## src/rtl/adder_pkg.sv

```systemverilog
// Shared definitions for the nibble-serial adder: nibble width and FSM state encoding.
// Latency: n/a (package only).
// Backpressure: n/a (package only).
package adder_pkg;

    // Width of the slice handled by the shared ripple-carry adder each cycle.
    localparam int NIBBLE_W = 4;

    // Sequencer states. Encoding is fixed so the state can be probed externally.
    typedef enum logic [1:0] {
        S_IDLE = 2'd0,
        S_ADD  = 2'd1,
        S_DONE = 2'd2
    } state_e;

    // Number of nibble-add cycles needed for an operand of the given width.
    function automatic int nibble_count(input int width);
        return width / NIBBLE_W;
    endfunction

    // Width of the nibble index counter; never narrower than one bit.
    function automatic int idx_width(input int nibbles);
        return (nibbles > 1) ? $clog2(nibbles) : 1;
    endfunction

endpackage

```

## src/rtl/nibble_serial_adder_rca.sv

```systemverilog
// 4-bit ripple-carry adder, purely combinational: {cout,sum} = a + b + cin.
// Latency: 0 cycles (combinational).
// Backpressure: none; output follows inputs.
// Ports: a, b - nibble operands; cin - carry in; sum - nibble result; cout - carry out.
module ripple_carry_adder
    import adder_pkg::*;
(
    input  logic [NIBBLE_W-1:0] a,
    input  logic [NIBBLE_W-1:0] b,
    input  logic                cin,
    output logic [NIBBLE_W-1:0] sum,
    output logic                cout
);

    // c[i] is the carry into bit i; c[NIBBLE_W] is the carry out of the nibble.
    logic [NIBBLE_W:0] c;

    always_comb begin
        c    = '0;
        sum  = '0;
        c[0] = cin;
        for (int i = 0; i < NIBBLE_W; i++) begin
            sum[i]   = a[i] ^ b[i] ^ c[i];
            c[i + 1] = (a[i] & b[i]) | (c[i] & (a[i] ^ b[i]));
        end
    end

    assign cout = c[NIBBLE_W];

endmodule

```

## src/rtl/nibble_serial_adder.sv

```systemverilog
// Wide adder that reuses one 4-bit ripple-carry adder, one nibble per cycle.
// Latency: start accepted at edge k -> done high in the cycle after edge k+NIBBLES.
// Backpressure: start is only taken in IDLE or DONE; start while busy is dropped.
// Ports: clk/rst (sync, active-high); start/a/b/cin request; busy/done status;
//        sum/cout/overflow result, held from one done pulse to the next.
module nibble_serial_adder
    import adder_pkg::*;
#(
    parameter int WIDTH = 16   // multiple of 4, at least 4
) (
    input  logic             clk,
    input  logic             rst,
    input  logic             start,
    input  logic [WIDTH-1:0] a,
    input  logic [WIDTH-1:0] b,
    input  logic             cin,
    output logic             busy,
    output logic             done,
    output logic [WIDTH-1:0] sum,
    output logic             cout,
    output logic             overflow
);

    localparam int NIBBLES = nibble_count(WIDTH);
    localparam int IDX_W   = idx_width(NIBBLES);
    localparam int MSB     = WIDTH - 1;

    localparam logic [IDX_W-1:0] LAST_IDX = IDX_W'(NIBBLES - 1);

    state_e             state_q, state_d;
    logic [WIDTH-1:0]   a_q, a_d;
    logic [WIDTH-1:0]   b_q, b_d;
    logic [WIDTH-1:0]   work_q, work_d;
    logic [WIDTH-1:0]   sum_q, sum_d;
    logic               carry_q, carry_d;
    logic               cout_q, cout_d;
    logic               ovf_q, ovf_d;
    logic [IDX_W-1:0]   idx_q, idx_d;

    logic [NIBBLE_W-1:0] nib_a;
    logic [NIBBLE_W-1:0] nib_b;
    logic [NIBBLE_W-1:0] nib_sum;
    logic                nib_cout;
    logic [WIDTH-1:0]    work_merged;

    // Steer the current nibble of each latched operand into the shared adder.
    always_comb begin : nibble_select
        nib_a = '0;
        nib_b = '0;
        for (int i = 0; i < NIBBLES; i++) begin
            if (idx_q == IDX_W'(i)) begin
                nib_a = a_q[i*NIBBLE_W +: NIBBLE_W];
                nib_b = b_q[i*NIBBLE_W +: NIBBLE_W];
            end
        end
    end

    ripple_carry_adder u_rca (
        .a    (nib_a),
        .b    (nib_b),
        .cin  (carry_q),
        .sum  (nib_sum),
        .cout (nib_cout)
    );

    // Work register with this cycle's nibble already dropped in. On the last
    // nibble this is the complete sum, so the result can be published on the
    // same edge without an extra cycle.
    always_comb begin : work_insert
        work_merged = work_q;
        for (int i = 0; i < NIBBLES; i++) begin
            if (idx_q == IDX_W'(i)) begin
                work_merged[i*NIBBLE_W +: NIBBLE_W] = nib_sum;
            end
        end
    end

    // Next-state and datapath control.
    always_comb begin : fsm_next
        state_d = state_q;
        a_d     = a_q;
        b_d     = b_q;
        work_d  = work_q;
        sum_d   = sum_q;
        carry_d = carry_q;
        cout_d  = cout_q;
        ovf_d   = ovf_q;
        idx_d   = idx_q;

        unique case (state_q)
            // DONE lasts one cycle and accepts a new request exactly like IDLE,
            // which gives back-to-back operations every NIBBLES+1 cycles.
            S_IDLE, S_DONE: begin
                state_d = S_IDLE;
                if (start) begin
                    a_d     = a;
                    b_d     = b;
                    carry_d = cin;
                    idx_d   = '0;
                    state_d = S_ADD;
                end
            end

            S_ADD: begin
                work_d  = work_merged;
                carry_d = nib_cout;
                if (idx_q == LAST_IDX) begin
                    sum_d   = work_merged;
                    cout_d  = nib_cout;
                    // Signed overflow: operands agree in sign, result does not.
                    ovf_d   = (a_q[MSB] == b_q[MSB]) && (work_merged[MSB] != a_q[MSB]);
                    idx_d   = '0;
                    state_d = S_DONE;
                end else begin
                    idx_d = idx_q + IDX_W'(1);
                end
            end

            default: begin
                state_d = S_IDLE;
            end
        endcase
    end

    always_ff @(posedge clk) begin : state_regs
        if (rst) begin
            state_q <= S_IDLE;
            a_q     <= '0;
            b_q     <= '0;
            work_q  <= '0;
            sum_q   <= '0;
            carry_q <= 1'b0;
            cout_q  <= 1'b0;
            ovf_q   <= 1'b0;
            idx_q   <= '0;
        end else begin
            state_q <= state_d;
            a_q     <= a_d;
            b_q     <= b_d;
            work_q  <= work_d;
            sum_q   <= sum_d;
            carry_q <= carry_d;
            cout_q  <= cout_d;
            ovf_q   <= ovf_d;
            idx_q   <= idx_d;
        end
    end

    assign busy     = (state_q == S_ADD);
    assign done     = (state_q == S_DONE);
    assign sum      = sum_q;
    assign cout     = cout_q;
    assign overflow = ovf_q;

endmodule

```

## config.mk

```make
export PLATFORM = sky130hd
export DESIGN_NAME = nibble_serial_adder
export DESIGN_NICKNAME = d
export VERILOG_FILES = /design/src/rtl/adder_pkg.sv /design/src/rtl/nibble_serial_adder_rca.sv /design/src/rtl/nibble_serial_adder.sv
export SDC_FILE = /design/constraint.sdc
export NUM_CORES = 1
export LEC_CHECK = 0
export CORE_ASPECT_RATIO = 0.75
export CORE_UTILIZATION = 40
export DETAILED_ROUTE_END_ITERATION = 12
export MAX_ROUTING_LAYER = met4
export PLACE_DENSITY = 0.63
export SYNTH_ARGS = -nofsm -noshare
export SYNTH_HDL_FRONTEND = slang
export SYNTH_SLANG_ARGS = --single-unit
```

## constraint.sdc

```tcl
create_clock -name clk -period 5 [get_ports clk]
set_input_delay 1 -clock clk [delete_from_list [all_inputs] [get_ports clk]]
set_output_delay 1 -clock clk [all_outputs]
set_load 0.02 [all_outputs]
```

# Yosys cells after proc, flatten, opt, wreduce, memory -nomap -nowiden

Cells that the tools add are included.

Bits in registers: 71
Output and inout port bits: 20

Add/sub/neg operators: 1
Eq/ne operators: 9
Muxes and demuxes: 20
Bitwise logic cells: 20
Reductions and logical operators: 8

Operator list:

| kind                  | number |
|---|---|
| $mux W4               | 12 |
| $and A1 B1 Y1         | 8 |
| $pmux W2 S2           | 2 |
| $xor A1 B1 Y1         | 8 |
| $eq A2 B2 Y1 const B  | 3 |
| $mux W2               | 3 |
| $reduce_and A2 Y1     | 3 |
| $eq A2 B1 Y1 const B  | 2 |
| $logic_not A2 Y1      | 2 |
| $or A1 B1 Y1          | 4 |
| $add A2 B1 Y2 const B | 1 |
| $mux W1               | 2 |
| $ne A2 B1 Y1 const B  | 1 |
| $ne A2 B2 Y1 const B  | 1 |
| $pmux W1 S2           | 1 |
| $reduce_bool A2 Y1    | 1 |
| $reduce_or A2 Y1      | 1 |
| $eq A1 B1 Y1          | 1 |
| $logic_and A1 B1 Y1   | 1 |
| $ne A1 B1 Y1          | 1 |

# Depth between registers and ports, before layout

Gate-level depths: netlist of the first run.

Depth in word-level cells: 16
Gate-level depth with buffers: 16

# Modules after synthesis

A second synthesis of the first run with hierarchy kept.

Cells, all modules: 360
Area total of the unflattened synthesis: 3094.2 sq um

Modules (own cells, without submodules):

| module              | times used | cells an instance | area an instance (sq um) | sequential area each (sq um) |
|---|---|---|---|---|
| nibble_serial_adder | 1          | 346               | 2976.6                   | 1341.3 |
| ripple_carry_adder  | 1          | 14                | 117.6                    | 0.0 |

# Least setup slack after synthesis of the first run

OpenSTA, ideal clock, no wires.

Path kind: register to register
From: reg idx_q[0]
To: reg ovf_q (netlist: overflow)
Setup time: 0.117 ns
Arrival time: 3.404 ns
Required time: 4.883 ns
Path slack: 1.479 ns
Stages on the path, launching flop included: 17
Buffers on the path: 3
Clock period less this slack: 3.521 ns
Cells stage by stage: dfxtp_1 > inv_1 > ha_1 > buf_2 > buf_2 > a21oi_1 > o21ai_0 > a22oi_1 > fa_1 > inv_1 > fa_1 > fa_1 > fa_1 > clkbuf_1 > mux2i_1 > mux2i_1 > a22o_1

Word-level cells in the longest chain between the ends: 16
Elaborated cells between the ends (all ways): 30

Ends and longest elaborated chain:

| item                   | line                          | text |
|---|---|---|
| start, declared        | nibble_serial_adder.sv:38     | `logic [IDX_W-1:0] idx_q, idx_d;` |
| start signal, assigned | nibble_serial_adder.sv:145    | `idx_q <= idx_d;` |
| $logic_not A2 Y1       | nibble_serial_adder.sv:51     | `if (idx_q == IDX_W'(i)) begin` |
| $mux W4 (4 in series)  | nibble_serial_adder.sv:51     |  |
| $xor A1 B1 Y1          | nibble_serial_adder_rca.sv:24 | `c[i + 1] = (a[i] & b[i]) \| (c[i] & (a[i] ^ b[i]));` |
| $and A1 B1 Y1          | nibble_serial_adder_rca.sv:24 |  |
| $or A1 B1 Y1           | nibble_serial_adder_rca.sv:24 |  |
| $and A1 B1 Y1          | nibble_serial_adder_rca.sv:24 |  |
| $or A1 B1 Y1           | nibble_serial_adder_rca.sv:24 |  |
| $and A1 B1 Y1          | nibble_serial_adder_rca.sv:24 |  |
| $or A1 B1 Y1           | nibble_serial_adder_rca.sv:24 |  |
| $xor A1 B1 Y1          | nibble_serial_adder_rca.sv:23 | `sum[i] = a[i] ^ b[i] ^ c[i];` |
| $mux W4                | nibble_serial_adder.sv:72     | `if (idx_q == IDX_W'(i)) begin` |
| $ne A1 B1 Y1           | nibble_serial_adder.sv:111    | `ovf_d = (a_q[MSB] == b_q[MSB]) && (work_merged[MSB] != a_q[MSB]);` |
| $logic_and A1 B1 Y1    | nibble_serial_adder.sv:111    |  |
| end signal, assigned   | nibble_serial_adder.sv:144    | `ovf_q <= ovf_d;` |
| end, declared          | nibble_serial_adder.sv:37     | `logic ovf_q, ovf_d;` |

Parallel ways exist; a longest one is shown, timed or not.
A chain may end at the register's enable or synchronous reset.

# Final worst setup path of the first run

Same ends and word-level chain as after synthesis.

==> impl_metrics.env, run 1 <==
export IMPL_hold_worst_slack_ps=456
export IMPL_drt_iter0_drc=158
export IMPL_vias_per_cell=5.07
export IMPL_io_pins=56
export IMPL_antenna_found_initial=0
export IMPL_drc=0
export IMPL_row_count=27
export IMPL_setup_ws_ps=1000
export IMPL_crit_path_top_delay_cell="ha_1"
export IMPL_finalSetupViolations=0
export IMPL_die_w_um=102
export IMPL_cts_buffers=9
export IMPL_hold_viol=0
export IMPL_first_pass_iters=5
export IMPL_syn_to_final_growth_pct=23.1
export IMPL_clk_latency_ps=350
export IMPL_critPathLaunchType="flip-flop"
export IMPL_ir_drop_v=0.000145
export IMPL_cp_max_fo=26
export IMPL_required_ps=5250
export IMPL_grt_most_used_layer="met1"
export IMPL_cts_tree="built"
export IMPL_critPathKind="flip-flop to flip-flop"
export IMPL_cpPeakStageDelay_ps=750
export IMPL_ys_warn_count=0
export IMPL_seq_area_frac_synth_pct=45.1
export IMPL_fin_util_pct=50.6
export IMPL_gr_total_overflow=0
export IMPL_grt_start_max_net_pins=37
export IMPL_antennaDiodeCount=0
export IMPL_final_common_cell="nand2_1"
export IMPL_place_hpwl_mm=4.74
export IMPL_post_drt_wl_per_cell_um=14.0
export IMPL_post_cts_resized=0
export IMPL_drtAntennaViolNets=0
export IMPL_timing_critical_path_mode_cell="fa_1"
export IMPL_synthMuxAreaShare_pct=4.65
export IMPL_cts_sinks=68
export IMPL_die_h_um=77.2
export IMPL_async_flop_share_pct=0
export IMPL_synth_compound_area_share_pct=21.4
export IMPL_power_mw=1.25
export IMPL_synth_top_family_by_area="compound AO/OA/AOI/OAI gates"
export IMPL_fin_tns_setup_ps=0
export IMPL_power_density_mw_per_mm2=336
export IMPL_clk_pin_slew_ps=80
export IMPL_met3_usage_pct=5.01
export IMPL_slew_viol_final=0
export IMPL_postSynthCellCount=347
export IMPL_wl_mm=6.85
export IMPL_max_freq_mhz=250
export IMPL_synthSimpleGateAreaFrac_pct=15.6
export IMPL_min_delay_start="b_q[10]"
export IMPL_worst_hold_path_type="flip-flop to flip-flop"
export IMPL_r2r_start="idx_q[0]"
export IMPL_reg2reg_to="overflow"
export IMPL_synth_xor_area_share_pct=0
export IMPL_p_leak_nw=1.38
export IMPL_dr_total_vias=2477
export IMPL_drive_above_1_share_pct=5.93
export IMPL_synthFlopType="dfxtp_1"
export IMPL_hold_path_end="b_q[10]"
export IMPL_outcome="completed"
export IMPL_cts_setup_buffers=0
export IMPL_synth_area_leaders="dfxtp_1 45%, nand2_1 10%, a21oi_1 10%"
export IMPL_grt_pass1_wl_mm=11.1
export IMPL_cts_buffer_depth=2
export IMPL_synthAdderAreaFrac_pct=4.32
export IMPL_pre_cts_ws_ps=1020
export IMPL_cp_top_family="adder cells"
export IMPL_synth_distinct_cells=31
export IMPL_reg2reg_depth=11
export IMPL_met1_usage_pct=28.1
export IMPL_syn_num_nets=391
export IMPL_synth_top_cell_area_share_pct=45.1
export IMPL_worstPathArrival_ps=4250
export IMPL_relSlewSlack_pct=28.2
export IMPL_synth_edf_count=0
export IMPL_reg2reg_setup_slack_ps=1000
export IMPL_htreeDepth=3
export IMPL_start_util_pct=41.1
export IMPL_finalCriticalPeriod_ps=4000
export IMPL_gp_congestion=0.774
export IMPL_syn_avg_cell_area_sq_um=8.69
export IMPL_final_cell_mix="82 x nand2_1, 68 x dfxtp_1, 61 x a21oi_1"
export IMPL_cts_root_buffer="clkbuf_8"
export IMPL_hold_path_depth=2
export IMPL_clock_skew_ps=9.42
export IMPL_grt_use_met2_pct=25.0
export IMPL_io_buffers=55
export IMPL_grt_pass1_vias=2219
export IMPL_crit_chain="ha_1 > o21ai_0 > a22oi_1 > fa_1 > inv_1 > fa_1 > fa_1 > fa_1 > mux2i_1 > mux2i_1 > a22o_1"
export IMPL_drv_cap=0
export IMPL_synthesis_area_sq_mm=0.00302
export IMPL_grt_use_total_pct=19.1
export IMPL_path_buf_inv=1
export IMPL_nNetsFinal=427
export IMPL_synth_top_area_cell="dfxtp_1"
export IMPL_die_area_sq_mm=0.00789
export IMPL_startpoint="idx_q[0]"
export IMPL_endpoint_kind="flip-flop"
export IMPL_ys_ff_latch=68
export IMPL_fin_crit_sh_pct=79.9
export IMPL_tightest_slew_ps=1080
export IMPL_rsz0062_at_grt="no"
export IMPL_core_area_sq_mm=0.00733
export IMPL_postCtsHoldBufs=0
==> stage by stage <==
step	std cells	cell area, sq um
after floorplan	347	3020
after global placement	473	3490
after detailed placement	473	3490
after CTS	489	3710
after global routing	489	3710
final	489	3710
==> per-layer routing <==
| metal | vias up | routed length, um | share of wire (%) |
|---|---|---|---|
| li1 | 1243 | - | - |
| met1 | 1140 | 3490 | 51 |
| met2 | 87 | 2810 | 41 |
| met3 | 7 | 485 | 7.1 |
| met4 | 0 | 63 | 0.92 |
| met5 | - | 0 | 0 |
==> cell usage after synthesis, types with 2 or more instances <==
| cell type | number |
|---|---|
| a22oi_1 | 2 |
| nand2_1 | 82 |
| a311oi_1 | 4 |
| buf_6 | 8 |
| clkbuf_1 | 5 |
| ha_1 | 4 |
| nor2_1 | 9 |
| a21oi_1 | 61 |
| buf_2 | 14 |
| nand3b_1 | 3 |
| inv_1 | 12 |
| nand3_1 | 7 |
| dfxtp_1 | 68 |
| fa_1 | 4 |
| buf_4 | 4 |
| a22o_1 | 15 |
| and2b_1 | 2 |
| o21ai_0 | 8 |
| o2bb2ai_1 | 10 |
| mux2i_1 | 14 |
==> cells by family after synthesis <==
group,count (synthesis)
flip-flops,68
adder cells (fa/ha/maj),8
buffers and inverters,46
multiplexers,14
AND/OR/NAND/NOR,108
AO/OA/AOI/OAI,103
==> worst max-delay path by stage <==
stage               end  slack (ps)  cells after the start
2_1_floorplan  overflow        1480                     16
3_3_place_gp   overflow        1200                     12
3_5_place_dp   overflow        1020                     11
4_1_cts        overflow         980                     11
5_1_grt        overflow         660                     11
6_report       overflow        1000                     11
==> cell type report <==
cell class	instances	area [sq um]
Clock inverter	6	88.8
Fill cell	715	3620
Multi-Input combinational cell	233	1380
Inverter	14	57.6
Timing Repair Buffer	57	566
Tap cell	101	126
Clock buffer	10	128
Sequential cell	68	1360
==> worst min-delay path, stage by stage (launching register included) <==
cell and delay (ps):
dfxtp_1 310, nand2_1 50, a21oi_1 50
==> power breakdown <==
part	internal (mW)	switching [mW]
Sequential	0.563	0.0156
Combinational	0.0736	0.0992
Clock	0.281	0.214
Total	0.918	0.329
==> registers in the layout, summed over array words and instances (netlist names) <==
| name | count |
|---|---|
| idx_q | 2 |
| a_q | 16 |
| b_q | 16 |
| overflow | 1 |
| work_q | 13 |
| state_q | 2 |
| sum | 16 |
| cout | 1 |
| carry_q | 1 |
Power figures use the tool's default switching activity.
==> run 2, diff against run 1 <==
Settings changed: PLACE_DENSITY 0.63 to 0.65.
Clock period 5 ns to 3.25 ns, I/O delays scaled along.
==> impl_metrics.env, run 2 (synthesized netlist as in run 1, its figures left out) <==
export IMPL_wl_mm=6.86
export IMPL_worst_hold_path_type="flip-flop to flip-flop"
export IMPL_power_switching_uw=497
export IMPL_antennaDiodeCount=0
export IMPL_power_density_mw_per_mm2=521
export IMPL_io_buffers=55
export IMPL_critPathLaunchType="flip-flop"
export IMPL_cts_buffers=9
export IMPL_fin_crit_sh_pct=94.0
export IMPL_cts_tree="built"
export IMPL_first_pass_iters=4
export IMPL_cts_buffer_depth=2
export IMPL_slew_viol_final=0
export IMPL_required_ps=3540
export IMPL_relSlewSlack_pct=63.0
export IMPL_finalSetupViolations=0
export IMPL_cts_root_buffer="clkbuf_8"
export IMPL_clk_pin_slew_ps=80
export IMPL_die_h_um=77.2
export IMPL_start_util_pct=41.1
export IMPL_comb_power_share_pct=14.3
export IMPL_postCtsHoldBufs=0
export IMPL_grt_pass1_vias=2355
export IMPL_drive_above_1_share_pct=12.5
export IMPL_hold_viol=0
export IMPL_seqCellArea_sq_mm=0.00137
export IMPL_syn_to_final_growth_pct=29.0
export IMPL_endpoint_kind="flip-flop"
export IMPL_drc=0
export IMPL_drt_iter0_drc=92
export IMPL_clk_latency_ps=350
export IMPL_fin_util_pct=53.1
export IMPL_grt_start_max_net_pins=37
export IMPL_max_freq_mhz=327
export IMPL_cp_max_fo=8
export IMPL_internal_power_mw=1.53
export IMPL_p_leak_nw=1.46
export IMPL_row_count=27
export IMPL_tightest_slew_ps=553
export IMPL_gr_total_overflow=0
export IMPL_pwr_share_clk_pct=41.7
export IMPL_nNetsFinal=438
export IMPL_ir_drop_v=0.000189
export IMPL_switching_share_pct=24.6
export IMPL_rsz0062_at_grt="no"
export IMPL_die_area_sq_mm=0.00789
export IMPL_vias_per_cell=5.01
export IMPL_htreeDepth=3
export IMPL_gp_congestion=0.818
export IMPL_grt_pass1_wl_mm=11.5
export IMPL_worstPathArrival_ps=3350
export IMPL_seq_power_share_pct=44.0
export IMPL_outcome="completed"
export IMPL_drv_cap=0
export IMPL_cts_sinks=68
export IMPL_post_drt_wl_per_cell_um=13.7
export IMPL_antenna_found_initial=0
export IMPL_final_cell_mix="82 x nand2_1, 66 x dfxtp_1, 59 x a21oi_1"
export IMPL_io_pins=56
export IMPL_power_mw=2.03
export IMPL_die_w_um=102
export IMPL_critPathKind="flip-flop to flip-flop"
export IMPL_final_common_cell="nand2_1"
export IMPL_finalCriticalPeriod_ps=3060
export IMPL_dr_total_vias=2505
export IMPL_drtAntennaViolNets=0
export IMPL_grt_use_total_pct=19.5
export IMPL_multi_input_area_sq_mm=0.00143
export IMPL_place_hpwl_mm=4.91
export IMPL_n_fill_cell=696
export IMPL_core_area_sq_mm=0.00733
export IMPL_clock_skew_ps=12.8
## run 2: cell count changes in the layout (fill, tap and decap cells not counted), sizes merged
cell      delta
clkinvlp     -1
bufinv       +1
buf         +11
## run 2: stage by stage
step,area [sq um],instances,TNS (ps),setup WS (ps),hold slack (ps)
floorplan,3130,347,-47.8,-47.8,436
global placement,3610,480,0,231,442
detailed placement,3610,480,0,125,448
CTS,3860,496,0,107,460
global route,3890,500,0,4.45,481
finish,3890,500,0,194,458
## run 2: path summary, 6_finish.rpt
path,from,endpoint,slack (ps),cells past startpoint
max,idx_q[0],overflow,190,13
min reg2reg,work_q[6],work_q[6],460,2
min,work_q[6],work_q[6],460,2
max reg2reg,idx_q[0],overflow,190,13
## run 2: layer usage
metal  vias to the layer above  routed length, um  share of wire [%]  GRT usage [%]
met5                         -                  0                  0              -
met4                         0                 81                1.2           7.14
met3                         8                393                5.7           5.01
met2                        54               2950                 43           27.9
met1                      1165               3440                 50           26.3
li1                       1278                  -                  -              -
## run 2: layout make-up
| cell class | instances | area share, % |
|---|---|---|
| tap | 101 | 3.25 |
| multi-input combinational | 233 | 36.9 |
| clock inverter | 6 | 2.86 |
| sequential | 68 | 35.2 |
| timing repair buffer | 68 | 16.8 |
| inverter | 14 | 1.54 |
| clock buffer | 10 | 3.54 |
## run 2: timing repair
action	CTS	global route
setup endpoints to repair	0	1
gates resized for setup	0	1
setup buffers	0	4
## run 2: worst max-delay path, stage by stage (launching register included)
cell and delay, ps:
dfxtp_4 390, inv_2 60, ha_4 190, a21oi_2 100
o21ai_1 70, a22oi_1 180, fa_2 230, inv_2 40
fa_2 360, fa_2 360, fa_1 460, mux2i_1 200
mux2i_1 210, a22o_1 130
## run 2: power by group through the flow
| stage | Sequential (mW) | Combinational (mW) | Clock [mW] |
|---|---|---|---|
| 6_report | 0.892 | 0.289 | 0.846 |
| 5_1_grt | 0.895 | 0.321 | 0.899 |
| 4_1_cts | 0.891 | 0.288 | 0.862 |
| 3_5_place_dp | 0.910 | 0.287 | 0 |
| 3_3_place_gp | 0.909 | 0.282 | 0 |
| 2_1_floorplan | 0.902 | 0.212 | 0 |
==> run 3, diff against run 2 <==
Settings changed: CORE_UTILIZATION 40 to 47, PLACE_DENSITY 0.65 to 0.75.
==> impl_metrics.env, run 3 (synthesized netlist as in run 1, its figures left out) <==
export IMPL_outcome="completed"
export IMPL_io_pins=56
export IMPL_path_buf_inv=2
export IMPL_grt_use_total_pct=21.8
export IMPL_gr_total_overflow=0
export IMPL_cts_root_buffer="clkbuf_8"
export IMPL_post_drt_wl_per_cell_um=14.2
export IMPL_power_density_mw_per_mm2=491
export IMPL_worst_hold_path_type="flip-flop to flip-flop"
export IMPL_gp_congestion=0.821
export IMPL_finalCriticalPeriod_ps=3120
export IMPL_place_hpwl_mm=4.58
export IMPL_die_area_sq_mm=0.00674
export IMPL_io_buffers=55
export IMPL_antennaDiodeCount=0
export IMPL_start_util_pct=50.2
export IMPL_final_common_cell="nand2_1"
export IMPL_drive_above_1_share_pct=11.4
export IMPL_critPathKind="flip-flop to flip-flop"
export IMPL_endpoint_kind="flip-flop"
export IMPL_drc=0
export IMPL_dr_total_vias=2501
export IMPL_die_h_um=71.4
export IMPL_cpPeakStageDelay_ps=480
export IMPL_vias_per_cell=5.29
export IMPL_pre_cts_ws_ps=151
export IMPL_row_count=24
export IMPL_cts_buffers=9
export IMPL_required_ps=3540
export IMPL_tightest_slew_ps=553
export IMPL_core_area_sq_mm=0.00601
export IMPL_min_delay_start="work_q[1]"
export IMPL_first_pass_iters=4
export IMPL_clock_skew_ps=7.57
export IMPL_clk_pin_slew_ps=70
export IMPL_cp_top_family="adder cells"
export IMPL_ir_drop_v=0.000229
export IMPL_cts_sinks=68
export IMPL_timing_critical_path_mode_cell="fa_2"
export IMPL_drt_iter0_drc=139
export IMPL_wl_mm=6.73
export IMPL_clk_latency_ps=340
export IMPL_hold_viol=0
export IMPL_antenna_found_initial=0
export IMPL_fin_crit_sh_pct=96.1
export IMPL_drtAntennaViolNets=0
export IMPL_relSlewSlack_pct=63.1
export IMPL_setup_ws_ps=127
export IMPL_cts_buffer_depth=2
export IMPL_die_w_um=94.5
export IMPL_layoutNonFillerInstCount=473
export IMPL_nNetsFinal=435
export IMPL_startpoint="idx_q[0]"
export IMPL_worstPathArrival_ps=3410
export IMPL_n_fill_cell=523
export IMPL_grt_pass1_wl_mm=10.9
export IMPL_critPathLaunchType="flip-flop"
export IMPL_crit_path_top_delay_cell="fa_1"
export IMPL_syn_to_final_growth_pct=26.1
export IMPL_max_freq_mhz=320
export IMPL_grt_start_max_net_pins=37
export IMPL_final_cell_mix="82 x nand2_1, 66 x dfxtp_1, 59 x a21oi_1"
export IMPL_htreeDepth=3
export IMPL_placed_cells=458
export IMPL_cp_max_fo=15
export IMPL_fin_util_pct=63.3
export IMPL_r2r_start="idx_q[0]"
export IMPL_cts_tree="built"
export IMPL_grt_pass1_vias=2258
export IMPL_finalSetupViolations=0
export IMPL_multi_input_area_sq_mm=0.00145
export IMPL_hold_worst_slack_ps=455
export IMPL_fin_tns_setup_ps=0
export IMPL_crit_chain="inv_2 > ha_4 > a21oi_2 > o21ai_1 > a22oi_2 > fa_2 > inv_2 > fa_2 > fa_2 > fa_1 > mux2i_1 > mux2i_1 > a22o_1"
export IMPL_seqCellArea_sq_mm=0.00137
export IMPL_drv_cap=0
export IMPL_p_leak_nw=1.42
export IMPL_slew_viol_final=0
[run 3: layout make-up]
class / instances / share of cell area (%)
clock buffers: 13 / 4.18
multi-input cells: 233 / 38.1
flip-flops and latches: 68 / 36.0
clock inverters: 2 / 0.921
inverters: 14 / 1.58
well taps: 78 / 2.57
repair buffers: 65 / 16.7
[run 3: routing by layer]
metal  up-vias  part of all wire (%)  global-route usage, %  wire length (um)
met2        76                    42                   30.8              2850
met4         0                   1.5                   6.57                99
li1       1263                     -                      -                 -
met1      1151                    49                   29.2              3320
met3        11                   6.8                   7.64               458
met5         -                     0                      -                 0
[run 3: final timing paths]
| check | end | depth (start not counted) | slack, ps |
|---|---|---|---|
| worst max-delay path | overflow | 13 | 130 |
| worst min-delay path | work_q[1] | 2 | 450 |
| worst min register to register | work_q[1] | 2 | 450 |
| worst max register to register | overflow | 13 | 130 |
[run 3: where the power goes]
part           switching [mW]  internal [mW]
clock network           0.295          0.391
registers              0.0258          0.867
logic                   0.156          0.130
[run 3: worst reg2reg max path, stage by stage (launching register included)]
cell and delay (ps):
dfxtp_4 400, inv_2 70, ha_4 220, a21oi_2 120, o21ai_1 90, a22oi_2 170
fa_2 230, inv_2 40, fa_2 350, fa_2 370, fa_1 480, mux2i_1 190
mux2i_1 220, a22o_1 140
[run 3: stage by stage]
step,instance area [sq um],power (mW)
global placement,3590,1.19
CTS,3780,1.88
floorplan,3130,1.11
detailed placement,3590,1.19
global route,3800,1.95
finish,3800,1.87
[run 3: what timing repair did]
item | 4_1_cts | 5_1_grt
hold buffers | 0 | 0
gates resized for setup | 0 | 4
setup endpoints to repair | 0 | 1
buffers inserted | 0 | 0
